--- src/rtl/dmem_arb_pkg.sv ---
// Shared FSM encoding, port indices and counter sizing for the data-memory arbiter.
package dmem_arb_pkg;

  typedef enum logic [1:0] {
    IDLE  = 2'd0,
    ISSUE = 2'd1,
    WAIT  = 2'd2,
    RESP  = 2'd3
  } arb_state_e;

  localparam logic PORT_CU   = 1'b0;
  localparam logic PORT_HOST = 1'b1;

  localparam int unsigned LAT_MAX = 4;
  localparam int unsigned CNT_W   = $clog2(LAT_MAX) + 1;

endpackage

--- src/rtl/dmem_arbiter_if.sv ---
// Requester handshakes plus the single-port memory bus seen by the data-memory arbiter.
interface dmem_arbiter_if #(
  parameter int unsigned DATA_W = 16,
  parameter int unsigned ADDR_W = 8
);
  logic              req0;
  logic              req1;
  logic              we0;
  logic              we1;
  logic [ADDR_W-1:0] addr0;
  logic [ADDR_W-1:0] addr1;
  logic [DATA_W-1:0] wdata0;
  logic [DATA_W-1:0] wdata1;
  logic              ack0;
  logic              ack1;
  logic [DATA_W-1:0] rdata;
  logic              busy;
  logic              mem_en;
  logic              mem_we;
  logic [ADDR_W-1:0] mem_addr;
  logic [DATA_W-1:0] mem_wdata;
  logic [DATA_W-1:0] mem_rdata;

  modport slave (
    input  req0, req1, we0, we1, addr0, addr1, wdata0, wdata1, mem_rdata,
    output ack0, ack1, rdata, busy, mem_en, mem_we, mem_addr, mem_wdata
  );

  modport master (
    output req0, req1, we0, we1, addr0, addr1, wdata0, wdata1, mem_rdata,
    input  ack0, ack1, rdata, busy, mem_en, mem_we, mem_addr, mem_wdata
  );
endinterface

--- src/rtl/arb_pick2.sv ---
// Combinational two-way winner select; DMEM_ARB_RR_EN selects round-robin,
// otherwise port 0 has fixed priority.
module arb_pick2
  import dmem_arb_pkg::*;
(
  input  logic req0,
  input  logic req1,
  input  logic last_owner,
  output logic grant_valid_c,
  output logic grant_c
);

`ifdef DMEM_ARB_RR_EN
  always_comb begin
    grant_valid_c = req0 | req1;
    grant_c       = PORT_CU;
    if (req0 && req1) begin
      grant_c = ~last_owner;
    end else if (req1) begin
      grant_c = PORT_HOST;
    end
  end
`else
  logic unused_last_owner;
  assign unused_last_owner = last_owner;

  always_comb begin
    grant_valid_c = req0 | req1;
    grant_c       = PORT_CU;
    if (!req0 && req1) begin
      grant_c = PORT_HOST;
    end
  end
`endif

endmodule

--- src/rtl/dmem_arbiter.sv ---
// Serialises CU (port 0) and host (port 1) transactions onto the single-port data memory.
// Define DMEM_ARB_RR_EN for round-robin on contested grants; default is fixed priority.
module dmem_arbiter
  import dmem_arb_pkg::*;
#(
  parameter int unsigned DATA_W   = 16,
  parameter int unsigned ADDR_W   = 8,
  parameter int unsigned READ_LAT = 1
) (
  input logic           clk,
  input logic           reset_n,
  dmem_arbiter_if.slave bus
);

  arb_state_e        state, state_n;
  logic              owner, owner_n;
  logic              last_owner;
  logic              lat_we, lat_we_n;
  logic [ADDR_W-1:0] lat_addr, lat_addr_n;
  logic [DATA_W-1:0] lat_wdata, lat_wdata_n;
  logic [CNT_W-1:0]  cnt, cnt_n;
  logic [DATA_W-1:0] rdata_n;
  logic              ack0_n, ack1_n, busy_n, mem_en_n, mem_we_n;
  logic [ADDR_W-1:0] mem_addr_n;
  logic [DATA_W-1:0] mem_wdata_n;
  logic              grant_valid_c, grant_c;

`ifdef DMEM_ARB_RR_EN
  logic last_owner_n;
`else
  assign last_owner = PORT_HOST;
`endif

  arb_pick2 u_pick (
    .req0          (bus.req0),
    .req1          (bus.req1),
    .last_owner    (last_owner),
    .grant_valid_c (grant_valid_c),
    .grant_c       (grant_c)
  );

  // Next-state, latches and the registered-output values derived from the next state
  always_comb begin
    state_n     = state;
    owner_n     = owner;
    lat_we_n    = lat_we;
    lat_addr_n  = lat_addr;
    lat_wdata_n = lat_wdata;
    cnt_n       = cnt;
    rdata_n     = bus.rdata;
`ifdef DMEM_ARB_RR_EN
    last_owner_n = last_owner;
`endif

    case (state)
      IDLE: begin
        if (grant_valid_c) begin
          owner_n     = grant_c;
          lat_we_n    = (grant_c == PORT_HOST) ? bus.we1    : bus.we0;
          lat_addr_n  = (grant_c == PORT_HOST) ? bus.addr1  : bus.addr0;
          lat_wdata_n = (grant_c == PORT_HOST) ? bus.wdata1 : bus.wdata0;
`ifdef DMEM_ARB_RR_EN
          last_owner_n = grant_c;
`endif
          state_n     = ISSUE;
        end
      end
      ISSUE: begin
        if (lat_we) begin
          state_n = RESP;
        end else begin
          cnt_n   = CNT_W'(READ_LAT - 1);
          state_n = WAIT;
        end
      end
      WAIT: begin
        if (cnt == '0) begin
          rdata_n = bus.mem_rdata;
          state_n = RESP;
        end else begin
          cnt_n = cnt - CNT_W'(1);
        end
      end
      RESP:    state_n = IDLE;
      default: state_n = IDLE;
    endcase

    busy_n      = (state_n != IDLE);
    mem_en_n    = (state_n == ISSUE);
    mem_we_n    = mem_en_n & lat_we_n;
    mem_addr_n  = mem_en_n ? lat_addr_n  : '0;
    mem_wdata_n = mem_en_n ? lat_wdata_n : '0;
    ack0_n      = (state_n == RESP) && (owner_n == PORT_CU);
    ack1_n      = (state_n == RESP) && (owner_n == PORT_HOST);
  end

  always_ff @(posedge clk or negedge reset_n) begin
    if (!reset_n) begin
      state         <= IDLE;
      owner         <= PORT_CU;
      lat_we        <= 1'b0;
      lat_addr      <= '0;
      lat_wdata     <= '0;
      cnt           <= '0;
`ifdef DMEM_ARB_RR_EN
      last_owner    <= PORT_HOST;
`endif
      bus.ack0      <= 1'b0;
      bus.ack1      <= 1'b0;
      bus.busy      <= 1'b0;
      bus.rdata     <= '0;
      bus.mem_en    <= 1'b0;
      bus.mem_we    <= 1'b0;
      bus.mem_addr  <= '0;
      bus.mem_wdata <= '0;
    end else begin
      state         <= state_n;
      owner         <= owner_n;
      lat_we        <= lat_we_n;
      lat_addr      <= lat_addr_n;
      lat_wdata     <= lat_wdata_n;
      cnt           <= cnt_n;
`ifdef DMEM_ARB_RR_EN
      last_owner    <= last_owner_n;
`endif
      bus.ack0      <= ack0_n;
      bus.ack1      <= ack1_n;
      bus.busy      <= busy_n;
      bus.rdata     <= rdata_n;
      bus.mem_en    <= mem_en_n;
      bus.mem_we    <= mem_we_n;
      bus.mem_addr  <= mem_addr_n;
      bus.mem_wdata <= mem_wdata_n;
    end
  end

endmodule

--- src/flat_wrapper.sv ---
// flat-port wrapper written by rule: the top's interface ports become plain ports
module dmem_arbiter_flat import dmem_arb_pkg::*;
#(
  parameter int unsigned DATA_W   = 16,
  parameter int unsigned ADDR_W   = 8,
  parameter int unsigned READ_LAT = 1
)
  (clk, reset_n, bus_req0, bus_req1, bus_we0, bus_we1, bus_addr0, bus_addr1, bus_wdata0, bus_wdata1, bus_mem_rdata, bus_ack0, bus_ack1, bus_rdata, bus_busy, bus_mem_en, bus_mem_we, bus_mem_addr, bus_mem_wdata);
  dmem_arbiter_if #(.DATA_W(DATA_W), .ADDR_W(ADDR_W)) bus_i ();
  input logic clk;
  input logic reset_n;
  input wire logic [$bits(bus_i.req0)-1:0] bus_req0;
  input wire logic [$bits(bus_i.req1)-1:0] bus_req1;
  input wire logic [$bits(bus_i.we0)-1:0] bus_we0;
  input wire logic [$bits(bus_i.we1)-1:0] bus_we1;
  input wire logic [$bits(bus_i.addr0)-1:0] bus_addr0;
  input wire logic [$bits(bus_i.addr1)-1:0] bus_addr1;
  input wire logic [$bits(bus_i.wdata0)-1:0] bus_wdata0;
  input wire logic [$bits(bus_i.wdata1)-1:0] bus_wdata1;
  input wire logic [$bits(bus_i.mem_rdata)-1:0] bus_mem_rdata;
  output wire logic [$bits(bus_i.ack0)-1:0] bus_ack0;
  output wire logic [$bits(bus_i.ack1)-1:0] bus_ack1;
  output wire logic [$bits(bus_i.rdata)-1:0] bus_rdata;
  output wire logic [$bits(bus_i.busy)-1:0] bus_busy;
  output wire logic [$bits(bus_i.mem_en)-1:0] bus_mem_en;
  output wire logic [$bits(bus_i.mem_we)-1:0] bus_mem_we;
  output wire logic [$bits(bus_i.mem_addr)-1:0] bus_mem_addr;
  output wire logic [$bits(bus_i.mem_wdata)-1:0] bus_mem_wdata;
  assign bus_i.req0 = bus_req0;
  assign bus_i.req1 = bus_req1;
  assign bus_i.we0 = bus_we0;
  assign bus_i.we1 = bus_we1;
  assign bus_i.addr0 = bus_addr0;
  assign bus_i.addr1 = bus_addr1;
  assign bus_i.wdata0 = bus_wdata0;
  assign bus_i.wdata1 = bus_wdata1;
  assign bus_i.mem_rdata = bus_mem_rdata;
  assign bus_ack0 = bus_i.ack0;
  assign bus_ack1 = bus_i.ack1;
  assign bus_rdata = bus_i.rdata;
  assign bus_busy = bus_i.busy;
  assign bus_mem_en = bus_i.mem_en;
  assign bus_mem_we = bus_i.mem_we;
  assign bus_mem_addr = bus_i.mem_addr;
  assign bus_mem_wdata = bus_i.mem_wdata;
  dmem_arbiter #(.DATA_W(DATA_W), .ADDR_W(ADDR_W), .READ_LAT(READ_LAT)) u_core (.clk(clk), .reset_n(reset_n), .bus(bus_i));
endmodule
--- config.mk ---
export PLATFORM = sky130hd
export DESIGN_NAME = dmem_arbiter_flat
export DESIGN_NICKNAME = d
export VERILOG_FILES = /design/src/rtl/dmem_arb_pkg.sv /design/src/rtl/dmem_arbiter_if.sv /design/src/rtl/arb_pick2.sv /design/src/rtl/dmem_arbiter.sv /design/src/flat_wrapper.sv
export SDC_FILE = /design/constraint.sdc
export NUM_CORES = 1
export LEC_CHECK = 0
export BUFFER_PORTS_ARGS = -buffer_cell sky130_fd_sc_hd__buf_4
export CAP_MARGIN = 20
export CORE_AREA = 3 3 115 73
export CTS_BUF_LIST = sky130_fd_sc_hd__clkbuf_8
export DETAILED_ROUTE_END_ITERATION = 10
export DIE_AREA = 0 0 118 76
export PLACE_DENSITY = 0.77
export RECOVER_POWER = 100
export SYNTH_ARGS = -nofsm -noshare
export SYNTH_HDL_FRONTEND = slang
export SYNTH_HIERARCHICAL = 1
export SYNTH_SLANG_ARGS = --single-unit
--- constraint.sdc ---
create_clock -name clk -period 3.05 [get_ports clk]
set_clock_uncertainty 0.05 [all_clocks]
set_input_delay 0.61 -clock clk [delete_from_list [all_inputs] [get_ports clk]]
set_output_delay 0.61 -clock clk [all_outputs]
set_load 0.02 [all_outputs]
==> flow_summary.yaml, run 1 <==
outcome:
  status: "finished, violations left"
  failed_checks: "max-capacitance violations, max-slew violations"
worst_setup_path:
  r2r_end: "u_core/bus.mem_wdata[5]"
  slowest_delay_ps: 670
  r2r-start: "u_core/cnt[0]"
  crit_family: "compound AO/OA/AOI/OAI gates"
  cp_max_fo: 26
  required_ps: 3180
  rr_worst_depth: 6
  reg2reg_slack_ps: 960
  critPathCaptureType: "register"
  crit_path_frequent_cell: "ha_1"
  path_cells: "inv_1 > ha_1 > ha_1 > o21a_4 > o211ai_4 > a211oi_1"
  worst-path-buf-inv: 1
  arrival_ps: 2220
  cp-start-kind: "register"
  cp_slowest_cell: "o211ai_4"
  path_class: "reg -> reg"
drt:
  via_per_inst: 4.89
  dr.pass1.iters: 4
  drc: 0
  drt_iter0_markers: 103
  route.antenna.remaining_nets: 0
  wire_per_inst_um: 15.0
  vias: 2282
  wirelength_um: 6990
timing:
  fmax_mhz: 479
  tightestPinTransition_ps: 1830
  setup_viol: 0
  slew_headroom_pct: -21.9
  min_period_ps: 2090
  rsz0062_at_grt: "false"
  tns_ps: 0
  fin_ws_ps: 961
  finalCritPeriodShare_pct: 68.5
  maxSlewViolCount: 77
  hold_viol: 0
worst_hold_path:
  hold_class: "in -> reg"
  hp-start: "bus_mem_rdata[6]"
  whs_endpoint: "u_core/bus.rdata[6]"
  hold_path_depth: 2
layout:
  drive_gt1_share_pct: 27.3
  nFillCells: 673
  finalNonFillerCells: 467
  multi_input_area_um2: 1120
  final-seq-area_um2: 1900
  diodes: 0
  layout_common_cells: "dfrtp_1 (76), buf_4 (69), clkbuf_1 (45)"
  layout.nets: 435
  final_common_cell: "dfrtp_1"
  area_growth_pct: 23.0
job:
  maxCapViolations: 1
place:
  dp_cells: 452
  portBuffers: 114
  gp_congestion: 0.710
  place_hpwl_um: 4910
  dp_worst_setup_slack_ps: 741
power_and_ir_drop:
  leakagePower_nw: 1.85
  design_power_total_mw: 3.95
  vdd_drop_max_mv: 0.583
  p_per_area_nw_per_um2: 968
logic_synthesis:
  syn-mean-instance-area_um2: 13.4
  netlist_area_um2: 3320
  syn-instance-count: 247
  synth.net_count: 323
  synth_warnings: 6
floorplanning:
  rows: 24
  die_area_um2: 8970
  initial_utilization_pct: 45.5
  die_h_um: 76
  core_area_um2: 7300
  die_w_um: 118
  ios: 115
cts:
  cts_buffers: 9
  cts-root-buf: "clkbuf_8"
  h-tree-depth: 3
  post-cts-setup-buffers: 0
  cts_max_path_buffers: 2
  clk_pin_slew_ps: 80
  cts_resized: 0
  clock_sinks: 76
  clk_latency_ps: 340
  cts_tree: "built"
  cts_hold_buf: 0
global_routing:
  grt_overflow_total: 0
  grt.total_usage_pct: 16.2
  antenna_found_initial: 0
  grt_pass1_wl_um: 11700
  grt_max_degree: 77
  grt_pass1_vias: 2408
layer usage:
metal	wire length, um	share of wire (%)	up-vias	GRT usage, %
met5	0	0	-	0
met2	3010	43	90	24.3
li1	-	-	1101	-
met3	565	8.1	7	6.68
met1	3370	48	1084	22.1
met4	38	0.54	0	3.86
worst max-delay path by stage:
stage                     cells after the start  slack, ps                        to          start
after floorplan                               5       1250   u_core/bus.mem_wdata[0]       bus_req1
after global placement                        6        820    u_core/bus.mem_addr[7]  u_core/cnt[0]
after detailed placement                      6        740  u_core/bus.mem_wdata[15]  u_core/cnt[0]
after CTS                                     6        720  u_core/bus.mem_wdata[15]  u_core/cnt[0]
after global routing                          1        770      u_core/bus.rdata[15]        reset_n
final                                         6        960   u_core/bus.mem_wdata[5]  u_core/cnt[0]
area by class of cell:
type / instances / area share [%]
Clock inverter: 5 / 1.29
Tap cell: 104 / 3.19
Inverter: 9 / 0.827
Sequential cell: 76 / 46.6
Clock buffer: 10 / 3.37
Timing Repair Buffer: 116 / 17.4
Multi-Input combinational cell: 147 / 27.4
flip-flops by register name, indices dropped and copies added, names as in the netlist:
| signal | cells |
|---|---|
| u_core/bus.ack0 | 1 |
| u_core/bus.ack1 | 1 |
| u_core/bus.busy | 1 |
| u_core/bus.mem_addr | 8 |
| u_core/bus.mem_en | 1 |
| u_core/bus.mem_wdata | 16 |
| u_core/bus.mem_we | 1 |
| u_core/bus.rdata | 16 |
| u_core/cnt | 3 |
| u_core/lat_addr | 8 |
| u_core/lat_wdata | 16 |
| u_core/lat_we | 1 |
| u_core/owner | 1 |
| u_core/state | 2 |
where the power goes:
part / leakage, nW / internal (mW) / switching [mW]
sequential: 0.921 / 1.43 / 0.147
combinational: 0.827 / 0.566 / 1.07
clock: 0.0979 / 0.391 / 0.348
total: 1.85 / 2.39 / 1.56
per-stage QoR:
stage | hold slack [ps] | cell area, um^2 | utilization [%]
after floorplan | 264 | 3320 | -
after detailed placement | 445 | 4210 | 57.7
after global placement | 440 | 4210 | 57.7
final | 435 | 4090 | 56.0
after CTS | 390 | 4400 | 60.3
after global routing | 402 | 4090 | 56.0
(Power assumes the default switching activity.)
==> run 2: changes to the inputs <==
==> constraint.sdc (replaced) <==
create_clock -name clk -period 1.93 [get_ports clk]
set_clock_uncertainty 0.05 [all_clocks]
set_input_delay 0.386 -clock clk [delete_from_list [all_inputs] [get_ports clk]]
set_output_delay 0.386 -clock clk [all_outputs]
set_load 0.02 [all_outputs]
==> run 2 against run 1 <==
  * The flow now finishes without violations
  * Global-route usage up 0.61 points
  * Critical path depth up 1
  * Cell count grew 1.5%
  * Clock power rose by 71%
==> flow_summary.yaml, run 2 (synthesized netlist as in run 1, its figures left out) <==
timing:
  fmax_mhz: 561
  slew_headroom_pct: 33.5
  maxSlewViolCount: 0
  setup_viol: 0
  tns_ps: 0
  hold_viol: 0
  rsz0062_at_grt: "false"
  min_period_ps: 1780
  finalCritPeriodShare_pct: 92.4
  tightestPinTransition_ps: 998
drt:
  wirelength_um: 7280
  drc: 0
  via_per_inst: 4.89
  drt_iter0_markers: 93
  wire_per_inst_um: 15.4
  vias: 2319
  dr.pass1.iters: 4
  route.antenna.remaining_nets: 0
worst_setup_path:
  arrival_ps: 1950
  r2r-start: "u_core/cnt[0]"
  crit_end: "u_core/bus.mem_wdata[8]"
  reg2reg_slack_ps: 150
  required_ps: 2090
  cp_max_fo: 5
  critPathLaunch: "u_core/cnt[0]"
  path_class: "reg -> reg"
  critPathCaptureType: "register"
  cp-start-kind: "register"
  r2r_end: "u_core/bus.mem_wdata[8]"
  rr_worst_depth: 7
worst_hold_path:
  hold_class: "in -> reg"
  hold_path_depth: 2
place:
  place_hpwl_um: 5340
  portBuffers: 114
  gp_congestion: 0.745
  dp_cells: 458
cts:
  cts_buffers: 9
  clk_pin_slew_ps: 70
  cts-root-buf: "clkbuf_8"
  clock_sinks: 76
  cts_tree: "built"
  clk_latency_ps: 340
  cts_max_path_buffers: 2
  h-tree-depth: 3
layout:
  layout.nets: 443
  final_common_cell: "dfrtp_1"
  drive_gt1_share_pct: 30.0
  postLayoutCoreUtil_pct: 57.8
  largestRegisters: "u_core/bus.mem_wdata x16, u_core/bus.rdata x16, u_core/lat_wdata x16"
  layout_common_cells: "dfrtp_1 (76), buf_4 (70), clkbuf_1 (46)"
  finalNonFillerCells: 474
  area_growth_pct: 26.9
  diodes: 0
global_routing:
  grt_pass1_wl_um: 12100
  grt_max_degree: 54
  grt_pass1_vias: 2394
  grt_overflow_total: 0
  grt.total_usage_pct: 16.8
  antenna_found_initial: 0
floorplanning:
  die_h_um: 76
  ios: 115
  die_w_um: 118
  rows: 24
  initial_utilization_pct: 45.5
  die_area_um2: 8970
  core_area_um2: 7300
outcome:
  status: "finished clean"
job:
  maxCapViolations: 0
power_and_ir_drop:
  p_per_area_nw_per_um2: 1570
  leakagePower_nw: 1.92
  vdd_drop_max_mv: 0.670
-- run 2: cell types whose count changed in the layout (fill, tap and decap cells not counted), sizes merged --
cell and delta:
buf +4, clkbuf +2, bufinv +1, clkinvlp -1, dlygate4sd3 +1
-- run 2: how the worst min path moves through the flow --
stage	from	end	slack (ps)
floorplan	reset_n	u_core/bus.ack0	40
global placement	reset_n	u_core/bus.mem_wdata[2]	350
finish	bus_mem_rdata[13]	u_core/bus.rdata[13]	210
global route	bus_mem_rdata[6]	u_core/bus.rdata[6]	190
CTS	bus_mem_rdata[8]	u_core/bus.rdata[8]	200
detailed placement	reset_n	u_core/bus.mem_wdata[2]	360
-- run 2: cell type report --
class	instances	area (um^2)
Clock buffer	9	124
Clock inverter	5	78.8
Fill cell	698	3080
Inverter	9	33.8
Multi-Input combinational cell	147	1150
Sequential cell	76	1900
Tap cell	104	130
Timing Repair Buffer	124	797
-- run 2: metal layers --
layer | routed length (um) | vias to the layer above | global-route usage, %
met5 | 0 | - | 0
met4 | 85 | 0 | 4.56
met3 | 484 | 11 | 6.31
met2 | 3080 | 86 | 25.2
met1 | 3630 | 1100 | 23.1
li1 | - | 1122 | -
-- run 2: worst max-delay path, cell delays in order, from the launching register on --
cell,delay (ps)
dfrtp_1,360
inv_1,70
ha_1,200
ha_1,230
o21a_4,230
o211ai_4,260
clkbuf_1,210
a211oi_2,60
-- run 2: what timing repair did --
action                                 in CTS  in global routing
buffers inserted                            0                  1
setup endpoints to repair                   0                 22
hold buffers                                1                  0
gates resized for setup                     0                  1
endpoints found under the hold margin      39                  0
-- run 2: stage by stage --
step | hold WS [ps] | setup slack, ps | total power [mW] | area, um^2
after floorplan | 40.4 | 203 | 4.94 | 3320
after global placement | 352 | 92.3 | 5.89 | 4300
after detailed placement | 356 | 44.9 | 6.01 | 4300
after CTS | 200 | 23.2 | 7.32 | 4520
after global routing | 187 | 34.4 | 7.09 | 4210
final | 211 | 147 | 6.62 | 4210
-- run 2: where the power goes --
group	internal, mW	switching, mW	leakage, nW
sequential	2.26	0.235	0.921
combinational	1.08	1.78	0.890
clock	0.711	0.548	0.105
